File: config.mk
export PLATFORM = sky130hd
export DESIGN_NAME = exhaust_ctrl_gen_flat
export DESIGN_NICKNAME = d
export VERILOG_FILES = /design/src/rtl/exhaust_ctrl_gen_pkg.sv /design/src/rtl/exhaust_ctrl_gen_if.sv /design/src/rtl/exhaust_ctrl_gen_countdown.sv /design/src/rtl/exhaust_ctrl_gen.sv /design/src/flat_wrapper.sv
export SDC_FILE = /design/constraint.sdc
export NUM_CORES = 1
export LEC_CHECK = 0
export BUFFER_PORTS_ARGS = -buffer_cell sky130_fd_sc_hd__buf_2
export CAP_MARGIN = 20
export CORE_ASPECT_RATIO = 0.7
export CORE_MARGIN = 3
export CORE_UTILIZATION = 35
export DETAILED_ROUTE_END_ITERATION = 8
export SETUP_SLACK_MARGIN = 0.4
export SLEW_MARGIN = 20
export SYNTH_ARGS = -nofsm -noshare
export SYNTH_HDL_FRONTEND = slang
export SYNTH_SLANG_ARGS = --single-unit
File: constraint.sdc
create_clock -name clk -period 1.7 [get_ports clk]
set_input_delay 0.255 -clock clk [delete_from_list [all_inputs] [get_ports clk]]
set_output_delay 0.255 -clock clk [all_outputs]
set_load 0.03 [all_outputs]
File: src/rtl/exhaust_ctrl_gen_pkg.sv
// exhaust_pkg: shared state encoding and level-width helper for the exhaust controller
package exhaust_pkg;
    typedef enum logic [2:0] {ST_IDLE, ST_SELECT, ST_RUN, ST_BOOST, ST_RETURN} state_t;
    function automatic int lvl_w(input int n);
        return $clog2(n + 1);
    endfunction
endpackage

File: src/rtl/exhaust_ctrl_gen_if.sv
// exhaust_ctrl_gen_if: key/tick inputs and fan/display outputs of the exhaust controller
interface exhaust_ctrl_gen_if import exhaust_pkg::*; #(
    parameter int NUM_LEVELS = 3,
    parameter int CNT_W      = 8
);
    logic                           tick;
    logic                           power_on;
    logic                           menu_key;
    logic [NUM_LEVELS-1:0]          level_key;
    logic [lvl_w(NUM_LEVELS)-1:0]   level;
    logic                           busy;
    logic [CNT_W-1:0]               countdown;
    logic                           countdown_active;
    logic                           in_select;
    logic                           boost_used;
    logic                           boost_denied;
    modport master(output tick, power_on, menu_key, level_key,
                   input level, busy, countdown, countdown_active, in_select, boost_used, boost_denied);
    modport slave(input tick, power_on, menu_key, level_key,
                  output level, busy, countdown, countdown_active, in_select, boost_used, boost_denied);
endinterface

File: src/rtl/exhaust_ctrl_gen_countdown.sv
// exhaust_countdown: saturating down-counter, load beats tick
module exhaust_countdown #(
    parameter int CNT_W = 8
) (
    input  logic             clk,
    input  logic             rst,
    input  logic             load,
    input  logic             en,
    input  logic [CNT_W-1:0] load_val,
    output logic [CNT_W-1:0] value,
    output logic             zero
);
    always_ff @(posedge clk or posedge rst)
        if (rst) value <= '0;
        else if (load) value <= load_val;
        else if (en && !zero) value <= value - CNT_W'(1);
    assign zero = value == '0;
endmodule

File: src/rtl/exhaust_ctrl_gen.sv
// exhaust_ctrl_gen: range-hood fan FSM with timed once-per-session boost and forced return
module exhaust_ctrl_gen import exhaust_pkg::*; #(
    parameter int NUM_LEVELS  = 3,
    parameter int BOOST_SECS  = 60,
    parameter int RETURN_SECS = 60,
    parameter int CNT_W       = 8
) (
    input logic              clk,
    input logic              rst,
    exhaust_ctrl_gen_if.slave bus
);
    localparam int LW = lvl_w(NUM_LEVELS);
    state_t           st, st_n;
    logic [LW-1:0]    lvl, lvl_n;
    logic             used, used_n, den, den_n, load, zero;
    logic [CNT_W-1:0] load_val, cnt;
    int               sel;
    exhaust_countdown #(.CNT_W(CNT_W)) u_cnt (
        .clk      (clk),
        .rst      (rst),
        .load     (load),
        .en       (bus.tick && (st == ST_BOOST || st == ST_RETURN)),
        .load_val (load_val),
        .value    (cnt),
        .zero     (zero)
    );
    always_ff @(posedge clk or posedge rst)
        if (rst) begin
            st   <= ST_IDLE;
            lvl  <= '0;
            used <= 1'b0;
            den  <= 1'b0;
        end else begin
            st   <= st_n;
            lvl  <= lvl_n;
            used <= used_n;
            den  <= den_n;
        end
    always_comb begin
        st_n     = st;
        lvl_n    = lvl;
        used_n   = used;
        den_n    = 1'b0;
        load     = 1'b0;
        load_val = '0;
        sel      = 0;
        for (int i = NUM_LEVELS - 1; i >= 0; i--) if (bus.level_key[i]) sel = i;
        if (!bus.power_on) begin
            st_n   = ST_IDLE;
            lvl_n  = '0;
            used_n = 1'b0;
            load   = 1'b1;
        end else case (st)
            ST_IDLE: if (bus.menu_key) st_n = ST_SELECT;
            ST_SELECT, ST_RUN:
                if (bus.menu_key) st_n = ST_IDLE;
                else if (|bus.level_key && !(st == ST_RUN && LW'(sel + 1) == lvl)) begin
                    if (sel == NUM_LEVELS - 1) begin
                        if (used) den_n = 1'b1;
                        else begin
                            st_n     = ST_BOOST;
                            used_n   = 1'b1;
                            load     = 1'b1;
                            load_val = CNT_W'(BOOST_SECS);
                        end
                    end else begin
                        st_n  = ST_RUN;
                        lvl_n = LW'(sel + 1);
                    end
                end
            ST_BOOST:
                if (bus.menu_key) begin
                    st_n     = ST_RETURN;
                    load     = 1'b1;
                    load_val = CNT_W'(RETURN_SECS);
                end else if (zero) begin
                    st_n  = ST_RUN;
                    lvl_n = LW'(NUM_LEVELS - 1);
                end
            ST_RETURN: if (zero) st_n = ST_IDLE;
            default: st_n = ST_IDLE;
        endcase
    end
    always_comb begin
        bus.level            = st == ST_RUN ? lvl : st == ST_BOOST ? LW'(NUM_LEVELS) : '0;
        bus.busy             = st == ST_RUN || st == ST_BOOST;
        bus.countdown_active = st == ST_BOOST || st == ST_RETURN;
        bus.countdown        = (st == ST_BOOST || st == ST_RETURN) ? cnt : '0;
        bus.in_select        = st == ST_SELECT;
        bus.boost_used       = used;
        bus.boost_denied     = den;
    end
endmodule

File: src/flat_wrapper.sv
// flat-port wrapper written by rule: the top's interface ports become plain ports
module exhaust_ctrl_gen_flat import exhaust_pkg::*;
#(
    parameter int NUM_LEVELS  = 3,
    parameter int BOOST_SECS  = 60,
    parameter int RETURN_SECS = 60,
    parameter int CNT_W       = 8
)
  (clk, rst, bus_tick, bus_power_on, bus_menu_key, bus_level_key, bus_level, bus_busy, bus_countdown, bus_countdown_active, bus_in_select, bus_boost_used, bus_boost_denied);
  exhaust_ctrl_gen_if #(.NUM_LEVELS(NUM_LEVELS), .CNT_W(CNT_W)) bus_i ();
  input logic clk;
  input logic rst;
  input wire logic [$bits(bus_i.tick)-1:0] bus_tick;
  input wire logic [$bits(bus_i.power_on)-1:0] bus_power_on;
  input wire logic [$bits(bus_i.menu_key)-1:0] bus_menu_key;
  input wire logic [$bits(bus_i.level_key)-1:0] bus_level_key;
  output wire logic [$bits(bus_i.level)-1:0] bus_level;
  output wire logic [$bits(bus_i.busy)-1:0] bus_busy;
  output wire logic [$bits(bus_i.countdown)-1:0] bus_countdown;
  output wire logic [$bits(bus_i.countdown_active)-1:0] bus_countdown_active;
  output wire logic [$bits(bus_i.in_select)-1:0] bus_in_select;
  output wire logic [$bits(bus_i.boost_used)-1:0] bus_boost_used;
  output wire logic [$bits(bus_i.boost_denied)-1:0] bus_boost_denied;
  assign bus_i.tick = bus_tick;
  assign bus_i.power_on = bus_power_on;
  assign bus_i.menu_key = bus_menu_key;
  assign bus_i.level_key = bus_level_key;
  assign bus_level = bus_i.level;
  assign bus_busy = bus_i.busy;
  assign bus_countdown = bus_i.countdown;
  assign bus_countdown_active = bus_i.countdown_active;
  assign bus_in_select = bus_i.in_select;
  assign bus_boost_used = bus_i.boost_used;
  assign bus_boost_denied = bus_i.boost_denied;
  exhaust_ctrl_gen #(.NUM_LEVELS(NUM_LEVELS), .BOOST_SECS(BOOST_SECS), .RETURN_SECS(RETURN_SECS), .CNT_W(CNT_W)) u_core (.clk(clk), .rst(rst), .bus(bus_i));
endmodule
==> run metrics <==
TritonRoute pass-1 iters 4; Fin. Hold Viols 0; Post-synth EDFFs 0; Ports 23; max frequency approximately 550 MHz; first-pass GRT wire length slightly below 7 mm; Mapped Nets 140; chip width ~75 µm; CTS Buffer Depth 2; delay-heaviest family, CP simple AND/OR/NAND/NOR gates; CTS tree yes; Worst Hold Slack around 0.048 ns; most common cell after layout, fill and taps aside buf_4; Detailed Place HPWL ~2.5 mm; FFs w/ async S/R, synth 1.000; Worst EP required 1.44 ns; clk root buf clkbuf_8; pwr dens 444.8 nW/µm²; IO buf count 22; worst slew pin tran 0.5867 ns; synth unique cells 46; register-to-register setup slack -0.10 ns; failing checks setup timing; routed wire length between 4 and 5 mm; maximum vdd drop roughly 0.35 mV; Synth Warn # 0; Final Net Count 214; worst r2r path cells 6; crit path kind flop to primary output; core area ~3000 µm²; Routed Antenna Nets 0; Starting Density 0.3906; via count ~1400; HP Class input port to asynchronous set/reset pin; clock latency on the worst-skew pair around 0.26 ns; fin cells between 200 and 250; CP endpoint kind primary output; Synth Area per Inst 8.972 µm²; Cells after DPL 210; Num CTS Buffers 3; top_reg_cell synth dfrtp_1; vias in the first global route roughly 1300; antenna violations before repair 0; Gate Count Post-Synth between 100 and 150; status finished with violations; CTS Sinks 15; Arrival @ worst endpoint 1.57 ns; Tot GR Track Use 0.2401; Tcrit/Tclk final 1.072; register area share after synthesis 0.3243; Die ar. approximately 4000 µm²; chip height between 50 and 60 µm; reg2reg start u_core.st[1]$_DFFE_PP0P_; Setup WS post-layout -0.1217 ns; Area growth syn-to-layout 91.03%; Crit-path slowest cell or3b_4; RePlAce Congestion 0.8612; crit path launch type flop; crit path cell chain or3b_4 > o21ai_4 > and2_4 > buf_6; Cell Rows 16; pins over their slew limit 0; CP bufs+invs 1; most frequent cells in the layout buf_4, buf_6, dfrtp_1, nor2_1; relative slew slack 0.6084; crit path max fanout 6; Netlist Area Pre-Place ~1200 µm²; RSZ-0062 raised after global routing true; drt drc 0; Worst-path clk slew 0.06 ns; Final Core Density 0.7462; largest net degree at the start of global routing 16; RR Endpoint u_core.u_cnt.value[1]$_DFFE_PP0P_; register bit count reported by yosys 15; GRT overflow 0; Finish-stage setup viols 18; max-cap violation count 0; Final Skew about 0.0056 ns; H-Tree Depth 1; post-layout min period between 1.5 and 2 ns; layout cell share with drive strength beyond 1 0.6782; largest stage delay on the critical path around 0.45 ns; Vias per Instance between 5 and 6; 1st-iter DRT viols 120; # diodes 0; leakage power 0.9698 nW; routed len/inst 20.07 µm
-- power breakdown --
| group | internal [W] | switching (W) | leakage (nW) | total (W) |
|---|---|---|---|---|
| logic | 0.000150 | 0.000157 | 0.743 | 0.000306 |
| clock network | 0.000167 | 0.000133 | 0.0228 | 0.000299 |
| registers | 0.000365 | 0.0000123 | 0.204 | 0.000378 |
-- per-stage QoR --
stage | power [W] | setup WS [ns] | area, µm² | TNS, ns
after floorplan | 0.0004896 | -0.007056 | 1239 | -0.007056
after global placement | 0.0005626 | -0.2406 | 1569 | -2.122
after detailed placement | 0.0005670 | -0.2982 | 1569 | -2.335
after CTS | 0.0009308 | -0.09231 | 2073 | -1.002
after global routing | 0.001016 | -0.1572 | 2211 | -2.481
final | 0.0009835 | -0.1217 | 2211 | -1.627
-- layout make-up --
type | instances | area, µm²
clock buffers | 4 | 45.04
fillers | 184 | 752.0
inverters | 6 | 22.52
multi-input cells | 104 | 1067
flip-flops and latches | 15 | 377.9
well taps | 36 | 45.04
repair buffers | 73 | 653.1
-- state kept, by name (all words and copies together) (netlist names) --
name and count:
u_core.bus.boost_denied 1, u_core.bus.boost_used 1, u_core.lvl 2, u_core.st 3, u_core.u_cnt.value 8
-- timing repair --
action                     CTS  global route
hold buffers                 0             0
resized for setup           77            16
pin swaps                   23            10
cloned                       1             0
setup endpoints to repair   28            28
setup buffers               16             7
-- synth_stat cells, types with 3 or more instances --
cell type / n / area share
nor2_1: 16 / 0.052
dfrtp_1: 15 / 0.32
and2_1: 8 / 0.043
nand2_1: 7 / 0.023
inv_1: 6 / 0.019
nand4_1: 6 / 0.032
xor2_1: 6 / 0.045
nor3_1: 5 / 0.022
a21boi_2: 4 / 0.039
nor3b_1: 4 / 0.026
a21oi_1: 3 / 0.013
buf_2: 3 / 0.013
ha_1: 3 / 0.032
nand2b_1: 3 / 0.016
nor4_1: 3 / 0.016
xnor2_1: 3 / 0.023
-- logic make-up after synthesis --
logic type               share of synthesized area
AO/OA/AOI/OAI                               0.2141
AND/OR/NAND/NOR                             0.3135
multiplexers                              0.008649
adder cells (fa/ha/maj)                    0.03244
XOR/XNOR                                   0.06811
flip-flops                                  0.3243
buffers and inverters                      0.03892
-- worst max path at each step --
stage | start | to | slack, ns | cells after the start
final | u_core.st[1]$_DFFE_PP0P_ | bus_countdown[6] | -0.12 | 4
after CTS | u_core.st[1]$_DFFE_PP0P_ | bus_countdown[2] | -0.09 | 4
after detailed placement | bus_level_key[1] | u_core.lvl[0]$_DFFE_PP0P_ | -0.30 | 8
after global routing | u_core.st[1]$_DFFE_PP0P_ | bus_countdown[6] | -0.16 | 4
after floorplan | bus_level_key[1] | u_core.lvl[0]$_DFFE_PP0P_ | -0.007 | 6
after global placement | bus_level_key[1] | u_core.lvl[1]$_DFFE_PP0P_ | -0.24 | 7
-- routing by layer --
metal	global-route usage	wire length, µm
met1	0.3161	2046
met2	0.3761	2325
met3	0.06157	329
met4	0.09763	76
met5	0	0
Power figures use the tool's default switching activity.
